<file path="src/rtl/reg_dump_if.sv">
// Register-dump bus: the combinational register-file read port plus the
// valid/ready output stream carrying register words and the trailing checksum.
interface reg_dump_if #(
  parameter int W = 8,
  parameter int D = 3
);
  // Read port toward the register file.
  logic [D-1:0] ReadReg;
  logic [W-1:0] ReadData;

  // Output word stream.
  logic [W-1:0] OutData;
  logic         OutValid;
  logic         OutReady;
  logic         OutLast;

  // The dump engine drives the read address and the stream.
  modport master (
    output ReadReg,
    input  ReadData,
    output OutData,
    output OutValid,
    input  OutReady,
    output OutLast
  );

  // The register file / consumer side.
  modport slave (
    input  ReadReg,
    output ReadData,
    input  OutData,
    input  OutValid,
    output OutReady,
    input  OutLast
  );
endinterface

</file>
<file path="src/rtl/reg_dump.sv">
// reg_dump: walks a contiguous, optionally wrapping, range of register indices
// through a single combinational read port and streams each value out over a
// valid/ready link, followed by a checksum word.  The checksum is chosen so
// that all streamed words, checksum included, add up to zero modulo 2**W.
// Each register is read in its own FETCH cycle, so the stream reflects
// register writes that land after Start but before that register's fetch.
module reg_dump #(
  parameter int W = 8,
  parameter int D = 3
) (
  input  logic          CLK,
  input  logic          ResetN,
  input  logic          Start,
  input  logic [D-1:0]  FirstReg,
  input  logic [D-1:0]  LastReg,
  reg_dump_if.master    dump_bus,
  output logic          Busy,
  output logic          Done
);

  typedef enum logic [1:0] {
    S_IDLE  = 2'd0,
    S_FETCH = 2'd1,
    S_SEND  = 2'd2,
    S_SUM   = 2'd3
  } state_t;

  localparam logic [D-1:0] ADDR_ONE = {{(D-1){1'b0}}, 1'b1};

  // Modular word addition used by the checksum accumulator.
  function automatic logic [W-1:0] f_add_mod(input logic [W-1:0] a,
                                             input logic [W-1:0] b);
    f_add_mod = a + b;
  endfunction

  // Two's-complement negation: the word that brings the running sum to zero.
  function automatic logic [W-1:0] f_neg_mod(input logic [W-1:0] a);
    f_neg_mod = '0 - a;
  endfunction

  state_t       r_state;
  logic [D-1:0] r_addr;
  logic [D-1:0] r_end;
  logic [W-1:0] r_acc;
  logic [W-1:0] r_data;
  logic         r_done;

  state_t       w_state_nxt;
  logic [D-1:0] w_addr_nxt;
  logic [D-1:0] w_end_nxt;
  logic [W-1:0] w_acc_nxt;
  logic [W-1:0] w_data_nxt;
  logic         w_done_nxt;
  logic         w_out_valid;
  logic         w_out_last;
  logic         w_busy;
  logic         w_hs;

  // Next-state, datapath-next and output decode; every signal defaulted first.
  always_comb begin
    w_state_nxt = r_state;
    w_addr_nxt  = r_addr;
    w_end_nxt   = r_end;
    w_acc_nxt   = r_acc;
    w_data_nxt  = r_data;
    w_done_nxt  = 1'b0;
    w_out_valid = 1'b0;
    w_out_last  = 1'b0;
    w_busy      = 1'b1;
    w_hs        = 1'b0;

    unique case (r_state)
      S_IDLE: begin
        w_busy = 1'b0;
        // Start is only looked at here, so a Start while busy is dropped.
        if (Start) begin
          w_addr_nxt  = FirstReg;
          w_end_nxt   = LastReg;
          w_acc_nxt   = '0;
          w_state_nxt = S_FETCH;
        end
      end

      S_FETCH: begin
        // Register value is sampled now, not at Start.
        w_data_nxt  = dump_bus.ReadData;
        w_state_nxt = S_SEND;
      end

      S_SEND: begin
        w_out_valid = 1'b1;
        w_hs        = dump_bus.OutReady;
        if (w_hs) begin
          w_acc_nxt = f_add_mod(r_acc, r_data);
          if (r_addr == r_end) begin
            // Last data word accepted: preload the checksum so it is
            // presented on the very next cycle.
            w_data_nxt  = f_neg_mod(f_add_mod(r_acc, r_data));
            w_state_nxt = S_SUM;
          end else begin
            // Counter wraps naturally at 2**D, giving the wrap-around range.
            w_addr_nxt  = r_addr + ADDR_ONE;
            w_state_nxt = S_FETCH;
          end
        end
      end

      S_SUM: begin
        w_out_valid = 1'b1;
        w_out_last  = 1'b1;
        w_hs        = dump_bus.OutReady;
        if (w_hs) begin
          w_done_nxt  = 1'b1;
          w_state_nxt = S_IDLE;
        end
      end

      default: begin
        w_state_nxt = S_IDLE;
      end
    endcase
  end

  // State register; reset abandons any dump in progress.
  always_ff @(posedge CLK) begin
    if (!ResetN) begin
      r_state <= S_IDLE;
    end else begin
      r_state <= w_state_nxt;
    end
  end

  // Address counter, end index, checksum accumulator, output word and Done.
  always_ff @(posedge CLK) begin
    if (!ResetN) begin
      r_addr <= '0;
      r_end  <= '0;
      r_acc  <= '0;
      r_data <= '0;
      r_done <= 1'b0;
    end else begin
      r_addr <= w_addr_nxt;
      r_end  <= w_end_nxt;
      r_acc  <= w_acc_nxt;
      r_data <= w_data_nxt;
      r_done <= w_done_nxt;
    end
  end

  assign dump_bus.ReadReg  = r_addr;
  assign dump_bus.OutData  = r_data;
  assign dump_bus.OutValid = w_out_valid;
  assign dump_bus.OutLast  = w_out_last;
  assign Busy              = w_busy;
  assign Done              = r_done;

endmodule

</file>
<file path="src/flat_wrapper.sv">
// flat-port wrapper written by rule: the top's interface ports become plain ports
module reg_dump_flat 
#(
  parameter int W = 8,
  parameter int D = 3
)
  (CLK, ResetN, Start, FirstReg, LastReg, Busy, Done, dump_bus_ReadReg, dump_bus_ReadData, dump_bus_OutData, dump_bus_OutValid, dump_bus_OutReady, dump_bus_OutLast);
  reg_dump_if #(.W(W), .D(D)) dump_bus_i ();
  input  logic CLK;
  input  logic ResetN;
  input  logic Start;
  input  logic [D-1:0] FirstReg;
  input  logic [D-1:0] LastReg;
  output logic Busy;
  output logic Done;
  output wire logic [$bits(dump_bus_i.ReadReg)-1:0] dump_bus_ReadReg;
  input wire logic [$bits(dump_bus_i.ReadData)-1:0] dump_bus_ReadData;
  output wire logic [$bits(dump_bus_i.OutData)-1:0] dump_bus_OutData;
  output wire logic [$bits(dump_bus_i.OutValid)-1:0] dump_bus_OutValid;
  input wire logic [$bits(dump_bus_i.OutReady)-1:0] dump_bus_OutReady;
  output wire logic [$bits(dump_bus_i.OutLast)-1:0] dump_bus_OutLast;
  assign dump_bus_ReadReg = dump_bus_i.ReadReg;
  assign dump_bus_i.ReadData = dump_bus_ReadData;
  assign dump_bus_OutData = dump_bus_i.OutData;
  assign dump_bus_OutValid = dump_bus_i.OutValid;
  assign dump_bus_i.OutReady = dump_bus_OutReady;
  assign dump_bus_OutLast = dump_bus_i.OutLast;
  reg_dump #(.W(W), .D(D)) u_core (.CLK(CLK), .ResetN(ResetN), .Start(Start), .FirstReg(FirstReg), .LastReg(LastReg), .dump_bus(dump_bus_i), .Busy(Busy), .Done(Done));
endmodule
</file>
<file path="config.mk">
export PLATFORM = sky130hd
export DESIGN_NAME = reg_dump_flat
export DESIGN_NICKNAME = d
export VERILOG_FILES = /design/src/rtl/reg_dump_if.sv /design/src/rtl/reg_dump.sv /design/src/flat_wrapper.sv
export SDC_FILE = /design/constraint.sdc
export NUM_CORES = 1
export LEC_CHECK = 0
export CAP_MARGIN = 20
export CORE_UTILIZATION = 40
export CTS_CLUSTER_SIZE = 40
export DETAILED_ROUTE_END_ITERATION = 7
export PLACE_DENSITY_LB_ADDON = 0.25
export SLEW_MARGIN = 20
export SYNTH_ARGS = -nofsm -noshare
export SYNTH_HDL_FRONTEND = slang
export SYNTH_SLANG_ARGS = --single-unit
</file>
<file path="constraint.sdc">
create_clock -name CLK -period 6.4 [get_ports CLK]
set_clock_uncertainty 0.15 [all_clocks]
set_input_delay 1.28 -clock CLK [delete_from_list [all_inputs] [get_ports CLK]]
set_output_delay 1.28 -clock CLK [all_outputs]
set_load 0.03 [all_outputs]
</file>
==> results of run 1 <==
worst register-to-register path: cells and delay by family (launching register included):
family,cells,cell delay [ps]
xor+xnor,1,80
compound gates,4,1280
simple gates,1,90
flops,1,330
fa+ha+maj,2,700
state kept, by name, summed over array words and instances, names as in the netlist:
| name | flops |
|---|---|
| u_core.dump_bus.OutData | 8 |
| u_core.r_acc | 8 |
| u_core.r_state | 2 |
| u_core.r_end | 3 |
| u_core.dump_bus.ReadReg | 3 |
| u_core.Done | 1 |
per-layer routing:
| metal | vias to the layer above | share of wire (%) | track usage [%] |
|---|---|---|---|
| met5 | - | 0 | 0 |
| met4 | 0 | 0.53 | 3.906 |
| met3 | 2 | 3.9 | 3.500 |
| met2 | 29 | 45 | 27.72 |
| met1 | 667 | 50 | 26.69 |
| li1 | 793 | - | - |
area by class of cell:
type	count	area [µm²]
timing repair buffer	32	320.3
fill	409	1982
clock buffer	4	45.04
inverter	7	26.28
multi-input combinational	167	1150
tap	50	62.56
sequential	25	500.5
how the worst min path moves through the flow:
stage	endpoint	slack [ps]	cells after the start
6_report	u_core.r_acc[0]	330	2
5_1_grt	u_core.r_acc[0]	400	2
4_1_cts	u_core.r_acc[0]	340	2
3_5_place_dp	u_core.r_acc[0]	330	2
3_3_place_gp	u_core.r_acc[0]	320	2
2_1_floorplan	u_core.r_acc[0]	300	2
cell families (layout without fill, tap and decap cells):
logic type / after synthesis / in the layout
adders and majority gates: 10 / 10
and+or+nand+nor: 85 / 85
DFF: 25 / 25
AOI/OAI and AO/OA: 55 / 55
buffers and inverters: 17 / 43
xor gates and xnor gates: 10 / 10
muxes: 7 / 7
layout by cell type (no fill, tap or decap), drive strengths merged, types with 4 or more instances in the layout:
cell and instances:
a21boi 4, nor2b 7, dfxtp 25, ha 9
mux2i 6, o211ai 5, nand2 27, nand3 7
and3 5, clkbuf 4, and2 9, xnor2 8
o211a 5, inv 7, or2 4, a21oi 9
nor2 9, o21ai 16, clkdlybuf4s50 32
metrics by stage:
step	power, mW	worst slack, ps
3_3_place_gp	0.3310	3104
5_1_grt	0.4531	3234
2_1_floorplan	0.2875	3884
3_5_place_dp	0.3320	3057
4_1_cts	0.4279	3316
6_report	0.4244	3317
power by group through the flow:
stage | registers [mW] | clock network (mW) | logic, mW
after CTS | 0.178 | 0.0984 | 0.152
final | 0.178 | 0.0952 | 0.152
after floorplan | 0.192 | 0 | 0.0955
after global routing | 0.180 | 0.106 | 0.167
after global placement | 0.181 | 0 | 0.150
after detailed placement | 0.181 | 0 | 0.151
==> impl_metrics.ini, run 1 <==
[yosys]
synth.top_cells.by_count = nand2_1 (26), dfxtp_1 (25), o21ai_0 (16)
synth_top_cell_area_share_pct = 28.88
synth_xor_area_share_pct = 5.487
synth-simple-area-share_pct = 26.64
synth_seq_cells = 25
synth_compound_area_share_pct = 22.45
avgSynthCellArea_um2 = 8.291
synth_warnings = 0
synthArstFlopShare_pct = 0
syn-num-nets = 237
synth_area_mm2 = 0.001733
synth_top_family_by_area = simple AND/OR/NAND/NOR gates
synth-seq-area-share_pct = 28.88
synth_flop_cell = dfxtp_1
synth_adder_area_share_pct = 7.653
synth_cells = 209
synth_mux_area_share_pct = 4.116
synth_most_common_cell = nand2_1
synth_cell_types = 51
synthTopCellsByArea = dfxtp_1 (29%), ha_1 (6.5%), nand2_1 (5.6%)
synth_edf_count = 0
synth_area_leader_cell = dfxtp_1

[route]
wl_mm = 3.779
avgRoutedWirePerCell_um = 13.26
drtAntennaViolNets = 0
drtPass1Iterations = 4
drc = 0
routed_via_density = 5.232
vias = 1491
drtIter0Drc = 66

[die]
core_mm2 = 0.004086
start_util_pct = 42.41
fp.dieW_um = 67.82
fp.dieArea_mm2 = 0.004600
io_pins = 33
rows = 23
die_h_um = 67.82

[cells_and_area]
final_nets = 264
final_util_pct = 51.50
area_delta_synth_final_pct = 21.44
drive_above_1_share_pct = 7.234
n_antenna_cell = 0
stdcell_count = 285
final_area_mm2 = 0.002105

[clocking]
holdBufCountCts = 0
cts_buffers = 3
cts_tree = done
insertion_delay_ps = 270
cts.sinks = 25
cts_buffer_depth = 2
root_buffer = clkbuf_8
htree_levels = 1
cts_setup_buffers = 0
path_clk_slew_ps = 90
post_cts_resized = 0

[placement]
portBuffers = 32
dp.cells = 281
dp_hpwl_mm = 2.765
gp_congestion = 0.8316
placed_cell_area_mm2 = 0.002059

[global_routing]
track_usage_pct = 18.32
grt_max_degree = 28
grt_pass1_vias = 1339
grt_pass1_wl_mm = 6.361
antenna_found_initial = 0
overflow = 0

[setup_path]
r2r_start = u_core.dump_bus.OutData[0]
cp_slowest_cell = clkdlybuf4s50_1
cp-end-kind = output port
cp.arrival_ps = 1650
crit_cells = 3
cp_cell_sequence = nand2_1 > inv_1 > clkdlybuf4s50_1
critical_path_class = flop to output port
required_ps = 4970
crit_family = buffers and inverters
worst-r2r-cell-count = 8
crit_start = u_core.r_state[1]
endpoint = dump_bus_OutLast
slowest_delay_ps = 670
reg2reg_to = u_core.dump_bus.OutData[7]
r2r_slack_ps = 3680
cp-start-kind = flop
critical_path_buf_inv_count = 2
crit_fanout = 10

[timing]
final.period_utilization_pct = 48.18
drv_slew = 0
rsz0062_at_grt = no
hold_violations = 0
setup_tns_ps = 0
fmax_mhz = 324.3
fin_crit_ps = 3083
hold_ws_ps = 333.7
setup_violations = 0
worstMarginPinSlew_ps = 809.5
maxSlewHeadroom_pct = 45.87

[power_and_ir_drop]
ir_drop_mv = 0.1125
sequentialPowerShare_pct = 41.9
power_frac_comb_pct = 35.7
power_switching_mw = 0.1443
p_leak_nw = 0.8543
powerDensity_mw_per_mm2 = 201.7
intPower_mw = 0.2801
swShare_pct = 34.00
pwr-share-clk_pct = 22.4

[job]
drv_cap = 0

[run_status]
status = finished, final reports clean

[min_path]
hp-start = u_core.r_acc[0]
hp-class = flop to flop
No activity file was read; power rests on OpenSTA's default activity.
==> inputs of run 2 (changes only) <==
- clock period: 6.4 -> 2.61 ns (I/O delays scaled with it)
==> run 2 against run 1 <==
Effect of this change:
- register-to-register slack worse by 3500 ps
- largest power group unchanged
- clock power rose to 2.5 times the previous value
- global-route usage up 0.22 points
- total power up 150%
- wire length up 4.5%
- flip-flop and latch count unchanged
- non-clock buffer count up 6
- worst hold slack worse by 7.6 ps
==> impl_metrics.ini, run 2 (synthesized netlist as in run 1, its figures left out) <==
[cells_and_area]
final_nets = 270
final_util_pct = 53.06
layout_common_cells = clkdlybuf4s50_1 (32), nand2_1 (26), dfxtp_1 (25)
stdcell_count = 291
area_delta_synth_final_pct = 25.13
n_antenna_cell = 0
mostFrequentLayoutCell = clkdlybuf4s50_1
drive_above_1_share_pct = 11.62
final_area_mm2 = 0.002168

[placement]
dp.cells = 287
dp_hpwl_mm = 2.921
portBuffers = 32
placed_cell_area_mm2 = 0.002105
gp_congestion = 0.8234

[min_path]
whs_endpoint = u_core.r_acc[0]
hold_depth = 2
hp-class = flop to flop
hp-start = u_core.r_acc[0]

[global_routing]
track_usage_pct = 18.54
use_met1_pct = 23.99
grt_max_degree = 27
grt_pass1_vias = 1365
grt_use_met2_pct = 31.06
antenna_found_initial = 0
grt_pass1_wl_mm = 6.382
met3_usage_pct = 4.000
grt_busiest_layer = met2
overflow = 0

[route]
routed_via_density = 5.337
avgRoutedWirePerCell_um = 13.57
wl_mm = 3.950
drtAntennaViolNets = 0
drtPass1Iterations = 4
drtIter0Drc = 84
vias = 1553
drc = 0

[power_and_ir_drop]
powerDensity_mw_per_mm2 = 488.9
ir_drop_mv = 0.2513
p_leak_nw = 0.8867

[setup_path]
cp-end-kind = flop
crit_fanout = 3
cp.arrival_ps = 2430
worst-r2r-cell-count = 8
required_ps = 2640
r2r_slack_ps = 200
critical_path_class = flop to flop
r2r_start = u_core.dump_bus.OutData[0]
reg2reg_to = u_core.dump_bus.OutData[5]
cp-start-kind = flop

[timing]
rsz0062_at_grt = no
hold_ws_ps = 326.1
fmax_mhz = 415.5
setup_tns_ps = 0
worstMarginPinSlew_ps = 372.6
fin_crit_ps = 2407
drv_slew = 0
maxSlewHeadroom_pct = 75.11
setup_violations = 0
final.period_utilization_pct = 92.21
hold_violations = 0

[job]
drv_cap = 0

[die]
rows = 23
fp.dieW_um = 67.82
start_util_pct = 42.41
fp.dieArea_mm2 = 0.004600
die_h_um = 67.82
core_mm2 = 0.004086
io_pins = 33

[clocking]
root_buffer = clkbuf_8
post_cts_resized = 0
cts_buffers = 3
htree_levels = 1
cts_setup_buffers = 0
cts_buffer_depth = 2
holdBufCountCts = 0
cts.sinks = 25
cts_tree = done
path_clk_slew_ps = 90
insertion_delay_ps = 270

[run_status]
status = finished, final reports clean
-- run 2: area by class of cell --
| type | instances | area, µm² |
|---|---|---|
| fill | 402 | 1918 |
| tap | 50 | 62.56 |
| inverter | 7 | 26.28 |
| sequential | 25 | 500.5 |
| clock buffer | 4 | 45.04 |
| timing repair buffer | 38 | 365.4 |
| multi-input combinational | 167 | 1169 |
-- run 2: report_power, final --
| part | switching (mW) | total (mW) | internal [mW] |
|---|---|---|---|
| Combinational | 0.203 | 0.384 | 0.181 |
| Sequential | 0.0300 | 0.436 | 0.406 |
| Clock | 0.130 | 0.240 | 0.109 |
| Total | 0.363 | 1.06 | 0.697 |
-- run 2: worst max path at each step --
stage / startpoint / to / slack [ps] / cells past startpoint
4_1_cts: u_core.dump_bus.OutData[0] / u_core.dump_bus.OutData[7] / 30 / 8
2_1_floorplan: u_core.dump_bus.OutData[0] / u_core.dump_bus.OutData[7] / 90 / 8
6_report: u_core.dump_bus.OutData[0] / u_core.dump_bus.OutData[5] / 200 / 8
3_3_place_gp: u_core.dump_bus.OutData[0] / u_core.dump_bus.OutData[7] / 50 / 8
3_5_place_dp: u_core.dump_bus.OutData[0] / u_core.dump_bus.OutData[7] / 50 / 8
5_1_grt: u_core.dump_bus.OutData[0] / u_core.dump_bus.OutData[6] / 70 / 8
-- run 2: metal layers --
metal / wire, µm / vias to the layer above
li1: - / 811
met1: 1933 / 705
met2: 1826 / 32
met3: 149 / 5
met4: 40 / 0
met5: 0 / -
-- run 2: worst max-delay path, stage by stage, from the launching register on --
cell and delay, ps:
dfxtp_1 340, ha_1 240, fa_2 390, a211o_2 360, nand2_1 130, nand2_1 120
and3_1 170, o211a_1 210, o221a_2 220
-- run 2: per-stage QoR --
stage	total power [mW]	setup WS, ps
global placement	0.8223	53.43
global route	1.129	68.17
finish	1.060	203.3
detailed placement	0.8258	45.15
CTS	1.067	27.13
floorplan	0.7050	93.98
